$ cat src/rtl/jtag_dma_cmd_chain.sv
// JTAG user-chain command register with buffer, readback and status, driving a
// DMA engine through a start/busy/done handshake with an optional timeout.
module jtag_dma_cmd_chain #(
   parameter int DATA_W    = 32,
   parameter int OPC_W     = 4,
   parameter int BUF_DEPTH = 16,
   parameter int BURST_W   = 8,
   parameter int BE_W      = 4,
   parameter int TIMEOUT   = 1024,
   localparam int PTR_W    = $clog2(BUF_DEPTH)
) (
   input  logic               JTCK,
   input  logic               JRST,
   input  logic               JTDI,
   input  logic               JCE1,
   input  logic               JSHIFT,
   input  logic               JUPDATE,
   output logic               JTD1,
   output logic               dma_start,
   output logic               dma_dir,
   output logic [DATA_W-1:0]  dma_addr,
   output logic [BURST_W-1:0] dma_burst,
   output logic [BE_W-1:0]    dma_be,
   input  logic               dma_busy,
   input  logic               dma_done,
   input  logic [PTR_W-1:0]   dma_buf_addr,
   input  logic [DATA_W-1:0]  dma_buf_wdata,
   input  logic               dma_buf_we,
   output logic [DATA_W-1:0]  dma_buf_rdata
);

   localparam int W     = OPC_W + DATA_W;
   localparam int CNT_W = (TIMEOUT > 1) ? $clog2(TIMEOUT + 1) : 1;

   localparam logic [1:0] ST_IDLE = 2'd0;
   localparam logic [1:0] ST_WAIT = 2'd1;
   localparam logic [1:0] ST_RUN  = 2'd2;

   localparam logic [OPC_W-1:0] OP_NOP      = OPC_W'(4'h0);
   localparam logic [OPC_W-1:0] OP_ADDR     = OPC_W'(4'h1);
   localparam logic [OPC_W-1:0] OP_BE       = OPC_W'(4'h2);
   localparam logic [OPC_W-1:0] OP_BURST    = OPC_W'(4'h3);
   localparam logic [OPC_W-1:0] OP_RD_ADDR  = OPC_W'(4'h4);
   localparam logic [OPC_W-1:0] OP_RD_BE    = OPC_W'(4'h5);
   localparam logic [OPC_W-1:0] OP_RD_BURST = OPC_W'(4'h6);
   localparam logic [OPC_W-1:0] OP_PTR      = OPC_W'(4'h7);
   localparam logic [OPC_W-1:0] OP_BUF_WR   = OPC_W'(4'h8);
   localparam logic [OPC_W-1:0] OP_BUF_RD   = OPC_W'(4'h9);
   localparam logic [OPC_W-1:0] OP_LAUNCH_W = OPC_W'(4'hA);
   localparam logic [OPC_W-1:0] OP_LAUNCH_R = OPC_W'(4'hB);
   localparam logic [OPC_W-1:0] OP_STATUS   = OPC_W'(4'hC);
   localparam logic [OPC_W-1:0] OP_CLEAR    = OPC_W'(4'hD);

   logic [W-1:0]       shreg;
   logic               upd_q;
   logic [DATA_W-1:0]  rb_reg;
   logic [DATA_W-1:0]  addr_q;
   logic [BE_W-1:0]    be_q;
   logic [BURST_W-1:0] burst_q;
   logic [PTR_W-1:0]   ptr;
   logic [1:0]         state;
   logic [CNT_W-1:0]   cnt;
   logic               start_q;
   logic               dir_q;
   logic               st_done, err_busy, err_burst, err_opcode, err_timeout;
   logic [DATA_W-1:0]  rdata_q;
   logic [DATA_W-1:0]  mem [BUF_DEPTH];

   logic               decode, idle, burst_ok, timeout_hit;
   logic [OPC_W-1:0]   opc;
   logic [DATA_W-1:0]  pl;
   logic [DATA_W-1:0]  status_word;
   logic               wr_addr, wr_be, wr_burst, wr_ptr, wr_buf, inc_ptr;
   logic               rb_load, launch, clr_status;
   logic               set_busy, set_burst, set_opc;
   logic [DATA_W-1:0]  rb_next;

   // Only the first cycle of a JUPDATE pulse executes the command.
   assign decode      = JUPDATE & ~upd_q;
   assign opc         = shreg[OPC_W-1:0];
   assign pl          = shreg[W-1:OPC_W];
   assign idle        = (state == ST_IDLE);
   assign burst_ok    = (burst_q != '0) && (32'(burst_q) <= BUF_DEPTH);
   assign timeout_hit = (TIMEOUT != 0) && !idle && (cnt == CNT_W'(TIMEOUT - 1));

   always_comb begin
      status_word             = '0;
      status_word[0]          = !idle;
      status_word[1]          = st_done;
      status_word[2]          = err_busy;
      status_word[3]          = err_burst;
      status_word[4]          = err_opcode;
      status_word[5]          = err_timeout;
      status_word[8 +: PTR_W] = ptr;
   end

   // NOTE: every output of a combinational block gets a default first so no
   // path through the case leaves it unassigned and infers a latch.
   always_comb begin
      wr_addr    = 1'b0;
      wr_be      = 1'b0;
      wr_burst   = 1'b0;
      wr_ptr     = 1'b0;
      wr_buf     = 1'b0;
      inc_ptr    = 1'b0;
      rb_load    = 1'b0;
      rb_next    = '0;
      launch     = 1'b0;
      clr_status = 1'b0;
      set_busy   = 1'b0;
      set_burst  = 1'b0;
      set_opc    = 1'b0;
      if (decode) begin
         case (opc)
            OP_NOP: ;
            OP_ADDR:     if (idle) wr_addr  = 1'b1; else set_busy = 1'b1;
            OP_BE:       if (idle) wr_be    = 1'b1; else set_busy = 1'b1;
            OP_BURST:    if (idle) wr_burst = 1'b1; else set_busy = 1'b1;
            OP_PTR:      if (idle) wr_ptr   = 1'b1; else set_busy = 1'b1;
            OP_BUF_WR: begin
               if (idle) begin
                  wr_buf  = 1'b1;
                  inc_ptr = 1'b1;
               end else begin
                  set_busy = 1'b1;
               end
            end
            OP_RD_ADDR:  begin rb_load = 1'b1; rb_next = addr_q;           end
            OP_RD_BE:    begin rb_load = 1'b1; rb_next = DATA_W'(be_q);    end
            OP_RD_BURST: begin rb_load = 1'b1; rb_next = DATA_W'(burst_q); end
            OP_BUF_RD: begin
               rb_load = 1'b1;
               rb_next = mem[ptr];
               inc_ptr = 1'b1;
            end
            OP_LAUNCH_W, OP_LAUNCH_R: begin
               if (!idle || dma_busy) set_busy  = 1'b1;
               else if (!burst_ok)    set_burst = 1'b1;
               else                   launch    = 1'b1;
            end
            OP_STATUS:   begin rb_load = 1'b1; rb_next = status_word; end
            OP_CLEAR:    clr_status = 1'b1;
            default:     set_opc    = 1'b1;
         endcase
      end
   end

   // NOTE: sequential state uses non-blocking assignments so every register
   // samples pre-edge values regardless of statement order.
   always_ff @(posedge JTCK) begin
      if (JRST) begin
         shreg       <= '0;
         upd_q       <= 1'b0;
         rb_reg      <= '0;
         addr_q      <= '0;
         be_q        <= '1;
         burst_q     <= BURST_W'(1);
         ptr         <= '0;
         state       <= ST_IDLE;
         cnt         <= '0;
         start_q     <= 1'b0;
         dir_q       <= 1'b0;
         st_done     <= 1'b0;
         err_busy    <= 1'b0;
         err_burst   <= 1'b0;
         err_opcode  <= 1'b0;
         err_timeout <= 1'b0;
         rdata_q     <= '0;
      end else begin
         upd_q   <= JUPDATE;
         rdata_q <= mem[dma_buf_addr];
         start_q <= launch;

         if (JCE1 && JSHIFT)  shreg <= {JTDI, shreg[W-1:1]};
         else if (JCE1)       shreg <= W'(rb_reg);

         if (rb_load)  rb_reg  <= rb_next;
         if (wr_addr)  addr_q  <= pl;
         if (wr_be)    be_q    <= pl[BE_W-1:0];
         if (wr_burst) burst_q <= pl[BURST_W-1:0];
         if (wr_ptr)        ptr <= pl[PTR_W-1:0];
         else if (inc_ptr)  ptr <= ptr + 1'b1;
         if (launch)   dir_q   <= (opc == OP_LAUNCH_W);

         cnt <= idle ? '0 : cnt + 1'b1;

         case (state)
            ST_IDLE: if (launch) state <= ST_WAIT;
            ST_WAIT: begin
               if (dma_done || timeout_hit) state <= ST_IDLE;
               else if (dma_busy)           state <= ST_RUN;
            end
            ST_RUN:  if (dma_done || timeout_hit) state <= ST_IDLE;
            default: state <= ST_IDLE;
         endcase

         // Sets follow the clear so an event coinciding with a clear survives.
         if (clr_status) begin
            st_done     <= 1'b0;
            err_busy    <= 1'b0;
            err_burst   <= 1'b0;
            err_opcode  <= 1'b0;
            err_timeout <= 1'b0;
         end
         if (dma_done && !idle)        st_done     <= 1'b1;
         if (set_busy)                 err_busy    <= 1'b1;
         if (set_burst)                err_burst   <= 1'b1;
         if (set_opc)                  err_opcode  <= 1'b1;
         if (timeout_hit && !dma_done) err_timeout <= 1'b1;
      end
   end

   // NOTE: the buffer is deliberately left out of reset; its contents are
   // undefined after JRST and a reset would turn the RAM into flops.
   always_ff @(posedge JTCK) begin
      if (wr_buf)     mem[ptr]          <= pl;
      if (dma_buf_we) mem[dma_buf_addr] <= dma_buf_wdata;
   end

   assign JTD1          = shreg[0];
   assign dma_start     = start_q;
   assign dma_dir       = dir_q;
   assign dma_addr      = addr_q;
   assign dma_burst     = burst_q;
   assign dma_be        = be_q;
   assign dma_buf_rdata = rdata_q;

endmodule

$ cat config.mk
export PLATFORM = sky130hd
export DESIGN_NAME = jtag_dma_cmd_chain
export DESIGN_NICKNAME = d
export VERILOG_FILES = /design/src/rtl/jtag_dma_cmd_chain.sv
export SDC_FILE = /design/constraint.sdc
export NUM_CORES = 1
export LEC_CHECK = 0
export BUFFER_PORTS_ARGS = -buffer_cell sky130_fd_sc_hd__buf_2
export CAP_MARGIN = 10
export CORE_MARGIN = 2
export CORE_UTILIZATION = 55
export DETAILED_ROUTE_END_ITERATION = 7
export HOLD_SLACK_MARGIN = 0.03
export PLACE_DENSITY = 0.72
export SLEW_MARGIN = 20
export SYNTH_ARGS = -nofsm -noshare
export SYNTH_HDL_FRONTEND = slang
export SYNTH_SLANG_ARGS = --single-unit
$ cat constraint.sdc
create_clock -name JTCK -period 4.1 [get_ports JTCK]
set_input_delay 1.025 -clock JTCK [delete_from_list [all_inputs] [get_ports JTCK]]
set_output_delay 1.025 -clock JTCK [all_outputs]
set_load 0.01 [all_outputs]
# Word-level counts from Yosys, hierarchy flattened
# Memories as Yosys holds them, arrays and structs flattened. A register that Yosys moved wholly into a read port is not among the register bits.
# Cells that the tools add are included.
# W data, S select, Z words.
word_totals:
  ff_bits: 137
  mem_bits_rw: 512
  input_bits: 45
  out_inout_bits: 79
  elab_cells: 120
  memories: 1
op_classes:
  addsub: 2
  magnitude_cmp: 1
  eq_ne: 19
  n_mux: 54
  n_bitwise: 2
  reduce_logical: 25
memory_table:
  columns: ["memory", "words", "width", "read_ports", "rd_ports_with_merged_regs", "wr", "line", "text"]
  rows:
  - ["mem", 16, 32, 2, 2, 2, "67", "logic [DATA_W-1:0] mem [BUF_DEPTH];"]
ops:
  columns: ["op", "count"]
  rows:
  - ["$pmux W32 S5", 1]
  - ["$mux W36", 2]
  - ["$mux W1", 39]
  - ["$mux W32", 1]
  - ["$eq A4 B4 Y1 const B", 6]
  - ["$eq A4 B3 Y1 const B", 4]
  - ["$mux W4", 4]
  - ["$reduce_bool A2 Y1", 7]
  - ["$reduce_or A14 Y1", 1]
  - ["$add A11 B1 Y11 const B", 1]
  - ["$eq A11 B10 Y1 const B", 1]
  - ["$reduce_or A5 Y1", 2]
  - ["$eq A4 B2 Y1 const B", 2]
  - ["$le A8 B5 Y1 const B", 1]
  - ["$mux W2", 4]
  - ["$reduce_bool A8 Y1", 1]
  - ["$pmux W2 S3", 1]
  - ["$logic_and A1 B1 Y1", 5]
  - ["$add A4 B1 Y4 const B", 1]
  - ["$eq A4 B1 Y1 const B", 1]
  - ["$logic_not A4 Y1", 1]
  - ["$pmux W1 S2", 2]
  - ["$reduce_or A2 Y1", 2]
  - ["$ne A3 B3 Y1 const B", 1]
  - ["other kinds (10)", 12]

# Longest topological paths before layout
depth:
  ltp_word: 8
  depth_mapped: 9
  ltp_nobuf: 5

# Worst setup path before layout
# OpenSTA, ideal clock, no wires.
synth_path:
  path_type: "input to register"
  startpoint: "in dma_buf_addr[0]"
  endpoint: "mem mem[13][0] (enable)"
  setup_ns: 0.388
  arrival_time_ns: 2.884
  required_time_ns: 3.712
  slack_ns: 0.828
  cell_stages: 6
  n_path_buf: 3
  cell_sequence: "buf_2 -> clkbuf_1 -> nand2b_1 -> nor2_1 -> buf_2 -> a21o_1"
synth_lines:
  columns: ["element", "line", "text"]
  rows:
  - ["start: declaration", "26", "input logic [PTR_W-1:0] dma_buf_addr,"]
  - ["end: declaration", "67", null]

# Final worst setup path
layout_path:
  startpoint: "reg shreg[3]"
  endpoint: "reg rb_reg[27]"
layout_between:
  elab_chain_len: 4
  word_cells_on_any_way: 10
  classes_between: "eq/ne: 5; mux: 4; reduce/logical: 1"
layout_rtl:
  columns: ["element", "line", "text"]
  rows:
  - ["start: declaration", "54", "logic [W-1:0] shreg;"]
  - ["start signal: assignment", "174", "if (JCE1 && JSHIFT) shreg <= {JTDI, shreg[W-1:1]};"]
  - ["start signal: assignment", "175", "else if (JCE1) shreg <= W'(rb_reg);"]
  - ["$eq A4 B4 Y1 / $eq A4 B3 Y1 (equally long branches)", "114", "case (opc)"]
  - ["$reduce_or A5 Y1 (no source line)", null, null]
  - ["$mux W1", "114", null]
  - ["$mux W1", "113", "if (decode) begin"]
  - ["end signal: assignment", "177", "if (rb_load) rb_reg <= rb_next;"]
  - ["end: declaration", "56", "logic [DATA_W-1:0] rb_reg;"]
# Several ways; a longest one is shown, not always the timed one.
# A chain may end at the register's enable or synchronous reset.

==> parameters.txt <==
Parameter                              Value

Layout
  Design area ... slightly above 0.04 mm2
  Max FFs per register ... between 500 and 600
  Share of post-route cells with drive strength above 1 ... 0.4576
  Largest reg by FF count ... mem
  Fin nets ... between 2000 and 3000
  Filler Cell Count ... 4802
  Synth-to-Final Area Change ... 11.04%
  Biggest regs ... mem (512), shreg (36)
  Sequential cell area ... ~0.019 mm2
  Area occupied by multi-input gates ... between 0.015 and 0.02 mm2
  Number of standard cells in the layout, taps in and fillers out ... approximately 3400

Synthesis
  Synthesis warning total ... 0
  Cell types with the largest area share after synthesis ... edfxtp_1 42%, mux4_2 17%, mux2_2 16%
  Fraction of registers with async set or reset after synthesis ... 0
  Adder and majority cell fraction of the synthesized area ... 0.001986
  Yosys top cell by area ... edfxtp_1
  Dominant combinational cell family by area after synthesis ... multiplexers
  Cell with the most instances after synthesis ... mux2_2
  Flip-flop cell with the highest count after synthesis ... edfxtp_1
  Multiplexer fraction of the synthesized cell area ... 0.3501
  Area share of the largest cell type after synthesis ... 0.4208
  Xor and xnor area share after synthesis ... 0.002157
  Total standard cell area after synthesis ... 0.03654 mm2
  Register bit total from synthesis ... approximately 690
  Syn Nets ... about 2500
  Post-synthesis area per instance ... 14.64 um2
  Most common library cells after synthesis ... 525 x mux2_2, 512 x edfxtp_1, 272 x mux4_2
  EDFF count, synth ... about 510
  Area fraction in and, or, nand and nor cells after synthesis ... 0.05157
  Compound-Gate Fraction of Synth Area ... 0.04281
  Syn Inst Count ... 2495
  Number of unique standard cell types used by synthesis ... between 60 and 70
  Share of the yosys chip area belonging to registers ... 0.5156

Timing
  Setup repair after global routing missed its margin ... false
  TNS Setup ... 0 ps
  Upper clock frequency limit ... 331.5 MHz
  Smallest hold slack ... approximately 470 ps
  Final Cycle Share ... 0.7357
  Final setup violating endpoints ... 0
  Hold violation count in the final report ... 0
  Pins Over Slew Limit ... 0
  Final critical-path required period ... 3016 ps
  Relative max-transition margin ... 0.1369
  Final clock skew ... roughly 43 ps
  Transition time at the pin with the least slew margin ... between 1000 and 1500 ps

Floorplanning
  Area of the die ... ~0.069 mm2
  CORE AREA ... between 0.06 and 0.07 mm2
  Number of cell rows ... 94
  Starting utilization of the core area ... 0.5557
  Die Span X ... between 200 and 300 um
  Overall die height ... around 260 um
  Top-Level Pins ... 124

CTS
  Number of gates given a new drive strength after cts ... 0
  Clk sink count ... between 600 and 700
  CTS tree ... done
  CTS Root Cell ... clkbuf_16
  Clock transition at the registers of the reported paths ... 60 ps
  Number of levels the H-tree was split into ... 3
  TritonCTS buffer count ... 75
  # Post-CTS Setup Buffers ... 0
  Maximum count of clock buffers along a single path ... 3
  Post-cts hold buffer count ... 0
  Clock Latency Late Sink ... roughly 640 ps

Drt
  Routed WL per cell ... about 33 um
  Antenna-violating nets left ... 0
  Remaining design rule violation count ... 0
  Via count normalized by instance count ... slightly above 7
  Final wirelength ... 114.1 mm
  Initial DRC Count ... 3282
  Initial DRT Pass Iterations ... 5
  Total vias in the final route ... approximately 24000

Power and ir drop
  Leakage power of the design ... 14.11 nW
  Power per unit of standard cell area ... between 300 and 400 mW/mm2
  Peak ir drop on the vdd network ... around 0.3 mV

Setup path
  Library cell contributing the largest single delay on the critical path ... nor2_1
  Max stage delay on crit path ... 1000 ps
  Endpoint required time on the critical path ... 4630 ps
  Type of element launching the critical path ... register
  Classification of the worst setup path ... reg2reg
  Depth of the most critical reg-to-reg path ... 6
  Path length in cells of the critical path ... 6
  Family with the most delay on the worst path ... simple AND/OR/NAND/NOR gates
  Ordered cell list for the critical path ... buf_4 > and4bb_2 > nand2_1 > nor2_1 > a221oi_1 > a211oi_1
  Nature of the critical path endpoint ... register
  Largest fanout on the critical path ... 21
  Arrival time at the worst endpoint ... around 3500 ps
  Buf+Inv Stages, Crit Path ... 1

Place
  Area after DPL ... roughly 0.038 mm2
  HPWL after detailed placement ... between 70 and 80 mm
  Final Wtd Congestion ... 0.8890
  Input/output buffers ... roughly 120
  Placed cells ... between 3000 and 4000

Min path
  Hold Path Cell Cnt ... 2
  Hold crit path type ... reg2reg

Global route
  Maximum number of pins on one net before global-route repair ... between 80 and 90
  Global Route Usage Sum ... 0.3358
  Number of antenna violations at the first check in global routing ... 5
  Wire length of the first global-routing pass ... 165.4 mm
  Via count of the first global-routing pass ... ~24000
  Total overflow reported by the global router ... 0

Run
  Count of maximum capacitance violations ... 0

Outcome
  Status ... complete, no violations
==> final timing paths <==
path | start | to | slack [ps]
min | dma_addr[1] | dma_addr[1] | 470
min reg2reg | dma_addr[1] | dma_addr[1] | 470
max | shreg[3] | rb_reg[27] | 1080
max reg2reg | shreg[3] | rb_reg[27] | 1080
==> worst min-delay path, stage by stage, from the launching register on <==
cell and delay [ps]:
dfxtp_1 310, nand2_1 60, a21oi_1 50
==> cells by family after synthesis <==
family | Yosys count
AO/OA/AOI/OAI | 229
XOR/XNOR | 9
adder cells (fa/ha/maj) | 6
buffers and inverters | 296
flip-flops | 685
multiplexers | 872
AND/OR/NAND/NOR | 398
==> cell usage in the layout, fill, tap and decap left out, types with 9 or more instances in the layout <==
master       n
and2_1      33
buf_4       68
nand2_1    143
clkinv_2    10
mux4_2     272
clkinv_1    10
dfxtp_1    169
a21oi_1     84
edfxtp_1   512
nand2b_1    10
clkbuf_1    21
buf_12      26
a22oi_1     12
nor2_1     103
mux2_2     525
buf_2      119
nand4_1     13
mux2i_1     74
o21ai_0     10
nor2_4       9
a221oi_1    23
nor3_1      14
clkbuf_16   79
nand3_1     16
a211oi_1    58
==> power breakdown <==
part / total [mW] / internal, mW / switching, mW / leakage [nW]
Sequential: 7.77 / 7.59 / 0.177 / 6.20
Combinational: 1.32 / 0.640 / 0.682 / 6.71
Clock: 6.81 / 3.94 / 2.86 / 1.20
Total: 15.9 / 12.2 / 3.72 / 14.1
==> final cells by class <==
cell class	count	share of cell area
Clock buffer	106	0.05227
Tap cell	864	0.02665
Antenna cell	2	0.0001234
Multi-Input combinational cell	1514	0.4070
Clock inverter	33	0.007895
Inverter	8	0.0007401
Timing Repair Buffer	215	0.04074
Sequential cell	685	0.4646
==> metal layers <==
metal,GRT usage,vias to the layer above,wire length (um)
li1,-,9830,-
met2,0.5231,1755,52480
met4,0.1398,6,4984
met1,0.4612,12498,43060
met3,0.07224,320,13540
met5,0,-,44
==> per-stage QoR <==
stage / worst slack (ps) / utilization / power, mW
4_1_cts: 1183 / 0.6170 / 15.90
6_report: 1084 / 0.6171 / 15.90
3_3_place_gp: 671.7 / 0.5799 / 9.168
5_1_grt: 1030 / 0.6170 / 16.28
3_5_place_dp: 573.8 / 0.5799 / 9.209
2_1_floorplan: 828.5 / - / 8.766
(Power assumes the default switching activity.)
